[src/rtl/pulse_pacer.sv]
// rtl/pulse_pacer.sv - event pacer: counts event strobes and issues them as
// one-cycle pulses spaced at least GAP clka cycles apart.
module pulse_pacer #(
   parameter int CNT_W = 4,
   parameter int GAP   = 8
) (
   input  logic             clka,
   input  logic             rst,
   input  logic             evt_in,
   input  logic             en,
   input  logic             flush,
   input  logic             clr_ovf,
   output logic             pulse_out,
   output logic [CNT_W-1:0] pending,
   output logic             busy,
   output logic             overflow
);

   typedef enum logic {S_IDLE, S_GAP} state_t;

   localparam logic [7:0]       GAP_LOAD = 8'(GAP - 1);
   localparam logic [CNT_W-1:0] PEND_MAX = '1;
   localparam logic [CNT_W-1:0] PEND_ONE = CNT_W'(1);

   state_t           state_q;
   logic [7:0]       gap_q;
   logic [CNT_W-1:0] pend_q;
   logic [CNT_W-1:0] pend_d;
   logic             pulse_q;
   logic             ovf_q;
   logic             ovf_d;

   logic gap_done;
   logic issue;
   logic evt_take;

   // Loading GAP-1 and expiring at zero places the next issue slot exactly
   // GAP edges after the previous issue.
   always_comb begin
      gap_done = (state_q == S_GAP) && (gap_q == 8'd0);
      issue    = ((state_q == S_IDLE) || gap_done) && (pend_q != '0)
                 && en && !flush;
      evt_take = evt_in && !flush;
      pend_d   = pend_q;
      ovf_d    = ovf_q;
      if (clr_ovf) begin
         ovf_d = 1'b0;
      end
      if (flush) begin
         pend_d = '0;
      end else if (evt_take && !issue) begin
         if (pend_q == PEND_MAX) begin
            ovf_d = 1'b1;
         end else begin
            pend_d = pend_q + PEND_ONE;
         end
      end else if (issue && !evt_take) begin
         pend_d = pend_q - PEND_ONE;
      end
   end

   always_ff @(posedge clka or negedge rst) begin
      if (!rst) begin
         state_q <= S_IDLE;
         gap_q   <= 8'd0;
         pend_q  <= '0;
         pulse_q <= 1'b0;
         ovf_q   <= 1'b0;
      end else begin
         pend_q  <= pend_d;
         ovf_q   <= ovf_d;
         pulse_q <= issue;
         case (state_q)
            S_IDLE: begin
               if (issue) begin
                  gap_q   <= GAP_LOAD;
                  state_q <= S_GAP;
               end
            end
            S_GAP: begin
               if (gap_done) begin
                  if (issue) begin
                     gap_q <= GAP_LOAD;
                  end else begin
                     state_q <= S_IDLE;
                  end
               end else begin
                  gap_q <= gap_q - 8'd1;
               end
            end
            default: begin
               state_q <= S_IDLE;
               gap_q   <= 8'd0;
            end
         endcase
      end
   end

   assign pulse_out = pulse_q;
   assign pending   = pend_q;
   assign overflow  = ovf_q;
   assign busy      = (pend_q != '0) || (state_q != S_IDLE);

endmodule

[config.mk]
export PLATFORM = sky130hd
export DESIGN_NAME = pulse_pacer
export DESIGN_NICKNAME = d
export VERILOG_FILES = /design/src/rtl/pulse_pacer.sv
export SDC_FILE = /design/constraint.sdc
export NUM_CORES = 1
export LEC_CHECK = 0
export ABC_AREA = 1
export CORE_UTILIZATION = 45
export DETAILED_ROUTE_END_ITERATION = 7
export PLACE_DENSITY = 0.66
export RECOVER_POWER = 50
export SYNTH_ARGS = -nofsm -noshare
export SYNTH_HDL_FRONTEND = slang
export SYNTH_SLANG_ARGS = --single-unit
[constraint.sdc]
create_clock -name clka -period 2.1 [get_ports clka]
set_input_delay 0.315 -clock clka [delete_from_list [all_inputs] [get_ports clka]]
set_output_delay 0.315 -clock clka [all_outputs]
set_load 0.1 [all_outputs]
==> run_results.csv, run 1 <==
group,metric,value,unit
sta,rsz0062_at_grt,"no",
synthesis,synthTopCellsByArea,"dfrtp_1, nand2_1, inv_1, ha_1, nor2_1",
synthesis,synth_cell_type_count,27,
place,port_buffers,12,
floorplanning,rows,15,
place,gp_congestion,0.8041,
layout,fin_area,1117,µm²
global_routing,grt_max_degree,16,
sta,finalCriticalPeriod,1.890,ns
layout,antenna_cells,0,
outcome,status,"finished, final reports clean",
synthesis,yosys.area_share.simple,0.3251,
global_routing,antenna_found_initial,0,
synthesis,synth_top_cell_area_share,0.4098,
worst_setup_path,crit_fanout,7,
drt,wirelength,1.708,mm
sta,slew_viol_final,0,
floorplanning,io_pins,13,
clocking,cts_tree,"done",
sta,setup_violations,0,
layout,fillers,179,
worst_setup_path,required,2.28,ns
synthesis,synth_compound_area_frac,0.1230,
clocking,cts_root_buf,"clkbuf_4",
synthesis,synthArstFlopShare,1.000,
place,hpwl,1.357,mm
place,dp_cells,152,
layout,synthToLayoutAreaGrowth,21.99,%
drt,detail_route.wl_per_cell,10.95,µm
clocking,cts_hold_buffers,0,
synthesis,synth_xor_area_frac,0.009563,
floorplanning,die_h,47.12,µm
sta,hold_viol,0,
synthesis,yosys_warnings,0,
clocking,clkSinkCount,15,
synthesis,synthCells,111,
synthesis,syn_avg_cell_area,8.251,µm²
drt,drt_iter0_drc,11,
drt,dr.pass1.iters,4,
layout,final_layout_size_suffix_gt1_frac,0.2824,
floorplanning,die_area,2220,µm²
floorplanning,die_x,47.12,µm
clocking,clk_latency,0.29,ns
layout,fin_cells,156,
power_and_ir_drop,p_leak,0.5509,nW
synthesis,synth_top_family_by_area,"simple AND/OR/NAND/NOR gates",
clocking,postCtsSetupBuffers,0,
place,pre_cts_slack,0.01042,ns
worst_setup_path,start_kind,"flip-flop",
synthesis,syn-num-nets,121,
drt,ant_nets,0,
clocking,htree_num_levels,1,
place,place_area,1097,µm²
floorplanning,start_util,0.5031,
sta,period_share,0.9000,
job,drv_cap,0,
global_routing,grt_util_all_layers,0.1933,
sta,fin_worst_skew,0.004110,ns
power_and_ir_drop,powerDensity,550.9,nW/µm²
global_routing,grt_pass1_wl,2.904,mm
drt,vias,748,
synthesis,synthAdderAreaFrac,0.05464,
synthesis,synth.area.mux_share,0,
drt,post-route-drc-count,0,
synthesis,yosysMostFrequentCell,"nand2_1",
layout,fin_nets,142,
worst_setup_path,endpoint_kind,"flip-flop",
clocking,cts.repair.resized,0,
synthesis,synth_seq_cells,15,
sta,worstMarginPinSlew,0.6559,ns
power_and_ir_drop,ir_worst_vdd,0.0003433,V
sta,slew_headroom,0.5613,
floorplanning,core,1821,µm²
worst_setup_path,worstPathArrival,2.07,ns
synthesis,synthTopCellsByCount,"nand2_1, inv_1, dfrtp_1",
synthesis,synth_edf_count,0,
synthesis,synth_ff_type,"dfrtp_1",
hold_path,hp-class,"in -> async",
global_routing,grt_pass1_vias,664,
sta,fmax,529.1,MHz
worst_setup_path,worstSetupPathType,"reg -> reg",
synthesis,synth_top_area_cell,"dfrtp_1",
global_routing,overflow,0,
clocking,clkTransAtPathRegs,0.09,ns
drt,via_per_inst,4.795,
synthesis,synth_area,915.9,µm²
clocking,clock_path_buffers,2,
clocking,cts_buffers,3,
sta,fin_setup_tns,0,ns
sta,finalWorstSetupSlack,0.2101,ns
synthesis,synth.yosys.seq_area_share,0.4098,
[placed cells by master, fill, tap and decap left out, types with 3 or more instances in the layout]
cell / count
nand2_1: 21
inv_1: 17
dfrtp_1: 11
nor2_1: 9
buf_4: 7
o21ai_0: 6
a21oi_1: 5
nand3_1: 5
ha_1: 4
clkdlybuf4s50_1: 4
dfrtp_2: 4
nand2_2: 3
clkbuf_4: 3
clkbuf_2: 3
[logic make-up (layout without fill, tap and decap cells)]
family          count (synthesis)  after routing
xor+xnor                        1              1
flops                          15             15
simple gates                   54             54
fa+ha+maj                       4              4
compound gates                 18             18
buf+inv                        19             39
[sequential cells by signal (all words and copies together) (netlist names)]
name,count
pulse_out,1
gap_q,8
pending,4
overflow,1
state_q,1
[metal layers]
metal	share of wire	wire (µm)	vias to the layer above	track usage
li1	-	-	400	-
met1	0.49	837	325	0.2536
met2	0.46	781	19	0.3028
met3	0.039	66	4	0.05769
met4	0.013	23	0	0.06857
met5	0	0	-	0
[metrics by stage]
| stage | utilization | hold slack (ns) | power [W] |
|---|---|---|---|
| 3_5_place_dp | 0.6027 | 0.4846 | 0.0004544 |
| 3_3_place_gp | 0.6027 | 0.4842 | 0.0004533 |
| 6_report | 0.6137 | 0.4881 | 0.0006155 |
| 2_1_floorplan | - | 0.01941 | 0.0004143 |
| 5_1_grt | 0.6137 | 0.5444 | 0.0006508 |
| 4_1_cts | 0.6179 | 0.4428 | 0.0006272 |
[area by class of cell]
cell class                      count  area [µm²]  area share
Multi-Input combinational cell     77       469.2      0.4199
Clock inverter                      1       5.005    0.004479
Clock buffer                        3       22.52     0.02016
Inverter                           19       71.32     0.06383
Timing Repair Buffer               16       137.6      0.1232
Sequential cell                    15       380.4      0.3404
Tap cell                           25       31.28     0.02800
[worst paths after layout]
path | start | endpoint | slack (ns) | cells after the start
worst max-delay path | gap_q[1] | pending[2] | 0.21 | 13
worst min register to register | gap_q[7] | gap_q[7] | 0.50 | 1
min in group clka | gap_q[7] | gap_q[7] | 0.50 | 1
worst min-delay path | rst | gap_q[6] | 0.49 | 1
worst max register to register | gap_q[1] | pending[2] | 0.21 | 13
max in group asynchronous | rst | pending[3] | 1.15 | 1
[worst max-delay path: stages (launching register included)]
cell     delay (ns)
dfrtp_1        0.41
inv_1          0.08
ha_1           0.14
nand2_1        0.08
o21ai_4        0.18
nand2_4        0.10
nand2_8        0.09
nand2_2        0.05
nand2_1        0.05
inv_1          0.04
ha_1           0.17
a21oi_1        0.14
xor2_1         0.16
o21ai_1        0.07
[where the power goes]
group / internal [W] / switching (W) / total, W / leakage (nW)
combinational: 0.0000413 / 0.0000970 / 0.000138 / 0.356
clock: 0.0000708 / 0.0000979 / 0.000169 / 0.0177
sequential: 0.000296 / 0.0000125 / 0.000309 / 0.177
Note: power is estimated with default switching activity, not from simulation.
==> run 2: changes to the inputs <==
- DONT_BUFFER_PORTS: unset -> 1
- PLACE_DENSITY: 0.66 -> 0.58
==> run_results.csv, run 2 (synthesis gave the netlist of run 1 again) <==
group,metric,value,unit
layout,final_cell_mix,"nand2_1, inv_1, dfrtp_1",
drt,via_per_inst,4.893,
clocking,cts_buffers,3,
layout,largest_register_ffs,8,
layout,synthToLayoutAreaGrowth,13.93,%
sta,fmax,518.3,MHz
worst_setup_path,required,2.27,ns
place,pre_cts_slack,0.1727,ns
sta,hold_viol,0,
power_and_ir_drop,p_leak,0.5124,nW
floorplanning,die_area,2220,µm²
floorplanning,start_util,0.5031,
worst_setup_path,worstPathArrival,2.10,ns
power_and_ir_drop,ir_worst_vdd,0.0004061,V
layout,final_common_cell,"nand2_1",
drt,drt_iter0_drc,15,
sta,slew_headroom,0.5674,
floorplanning,core,1821,µm²
drt,vias,729,
clocking,htree_num_levels,1,
global_routing,grt_max_degree,16,
layout,top_register,"gap_q",
hold_path,hold_depth,1,
clocking,clock_path_buffers,2,
global_routing,grt_pass1_vias,620,
sta,rsz0062_at_grt,"no",
worst_setup_path,reg2reg_setup_slack,0.17,ns
layout,antenna_cells,0,
clocking,cts.repair.resized,0,
hold_path,whs_endpoint,"overflow",
global_routing,overflow,0,
job,drv_cap,0,
clocking,clkSinkCount,15,
sta,worstMarginPinSlew,0.6468,ns
place,gp_congestion,0.7485,
layout,final_layout_size_suffix_gt1_frac,0.2661,
drt,post-route-drc-count,0,
clocking,cts_root_buf,"clkbuf_4",
sta,setup_violations,0,
worst_setup_path,start_kind,"flip-flop",
worst_setup_path,endpoint_kind,"flip-flop",
clocking,cts_tree,"done",
place,hpwl,1.291,mm
drt,wirelength,1.690,mm
layout,fin_nets,135,
sta,slew_viol_final,0,
drt,dr.pass1.iters,4,
global_routing,grt_util_all_layers,0.1862,
sta,fin_setup_tns,0,ns
sta,period_share,0.9187,
clocking,clk_latency,0.28,ns
global_routing,grt_pass1_wl,2.829,mm
sta,finalCriticalPeriod,1.929,ns
worst_setup_path,crit_fanout,7,
floorplanning,io_pins,13,
sta,fin_worst_skew,0.009795,ns
global_routing,antenna_found_initial,0,
floorplanning,die_x,47.12,µm
power_and_ir_drop,finalPower,0.0005999,W
clocking,clkTransAtPathRegs,0.09,ns
drt,detail_route.wl_per_cell,11.34,µm
floorplanning,die_h,47.12,µm
power_and_ir_drop,powerDensity,574.9,nW/µm²
floorplanning,rows,15,
place,port_buffers,0,
worst_setup_path,r2r_end,"pending[3]",
layout,fillers,179,
sta,finalWorstSetupSlack,0.1707,ns
outcome,status,"finished, final reports clean",
hold_path,hp-class,"in -> reg",
hold_path,min_from,"clr_ovf",
worst_setup_path,worstSetupPathType,"reg -> reg",
worst_setup_path,r2r_cells,13,
worst_setup_path,r2r_start,"gap_q[1]",
worst_setup_path,cp-startpoint,"gap_q[1]",
drt,ant_nets,0,
-- run 2: worst max-delay path, cell delays in order (launching register included) --
cell      delay (ns)
dfrtp_1         0.37
inv_1           0.07
ha_1            0.17
nand2_1         0.11
o21ai_4         0.08
nand2_4         0.11
nand2_8         0.07
ha_1            0.33
nand2_1         0.06
nand3b_1        0.20
nand2_1         0.09
nand2_1         0.06
nand3_2         0.05
nand2_1         0.04
-- run 2: what timing repair did --
item	CTS	global route
endpoints found under the hold margin	15	0
setup buffers	0	0
hold buffers	1	0
endpoints found under the setup margin	0	2
-- run 2: through the flow --
stage          instances    util  area (µm²)  hold slack, ns
5_1_grt              149  0.5732        1044          0.1007
3_3_place_gp         144  0.5560        1012         0.01973
4_1_cts              149  0.5759        1049          0.1121
2_1_floorplan        111       -       920.9         0.01941
3_5_place_dp         144  0.5560        1012         0.01978
6_report             149  0.5732        1044          0.1218
-- run 2: metal layers --
layer | part of all wire | global-route usage
met5 | 0 | 0
met4 | 0.0059 | 0.03429
met3 | 0.038 | 0.05769
met2 | 0.43 | 0.2667
met1 | 0.52 | 0.2773
-- run 2: worst max-delay path by stage --
| stage | endpoint | slack, ns |
|---|---|---|
| after floorplan | pending[3] | 0.07 |
| after global placement | pending[3] | 0.23 |
| after detailed placement | pending[2] | 0.17 |
| after CTS | pending[3] | 0.14 |
| after global routing | pending[3] | 0.004 |
| final | pending[3] | 0.17 |
-- run 2: final cells by class --
cell class              instances  area, µm²  area share
inverters                      19      71.32     0.06835
repair buffers                  9      65.06     0.06235
clock buffers                   4      26.28     0.02518
multi-input cells              77      469.2      0.4496
flip-flops and latches         15      380.4      0.3645
well taps                      25      31.28     0.02998
-- run 2: power by group --
group / switching [W] / leakage, nW / internal [W]
Combinational: 0.000104 / 0.320 / 0.0000353
Sequential: 0.00000324 / 0.177 / 0.000296
Clock: 0.0000876 / 0.0150 / 0.0000736
Total: 0.000195 / 0.512 / 0.000405
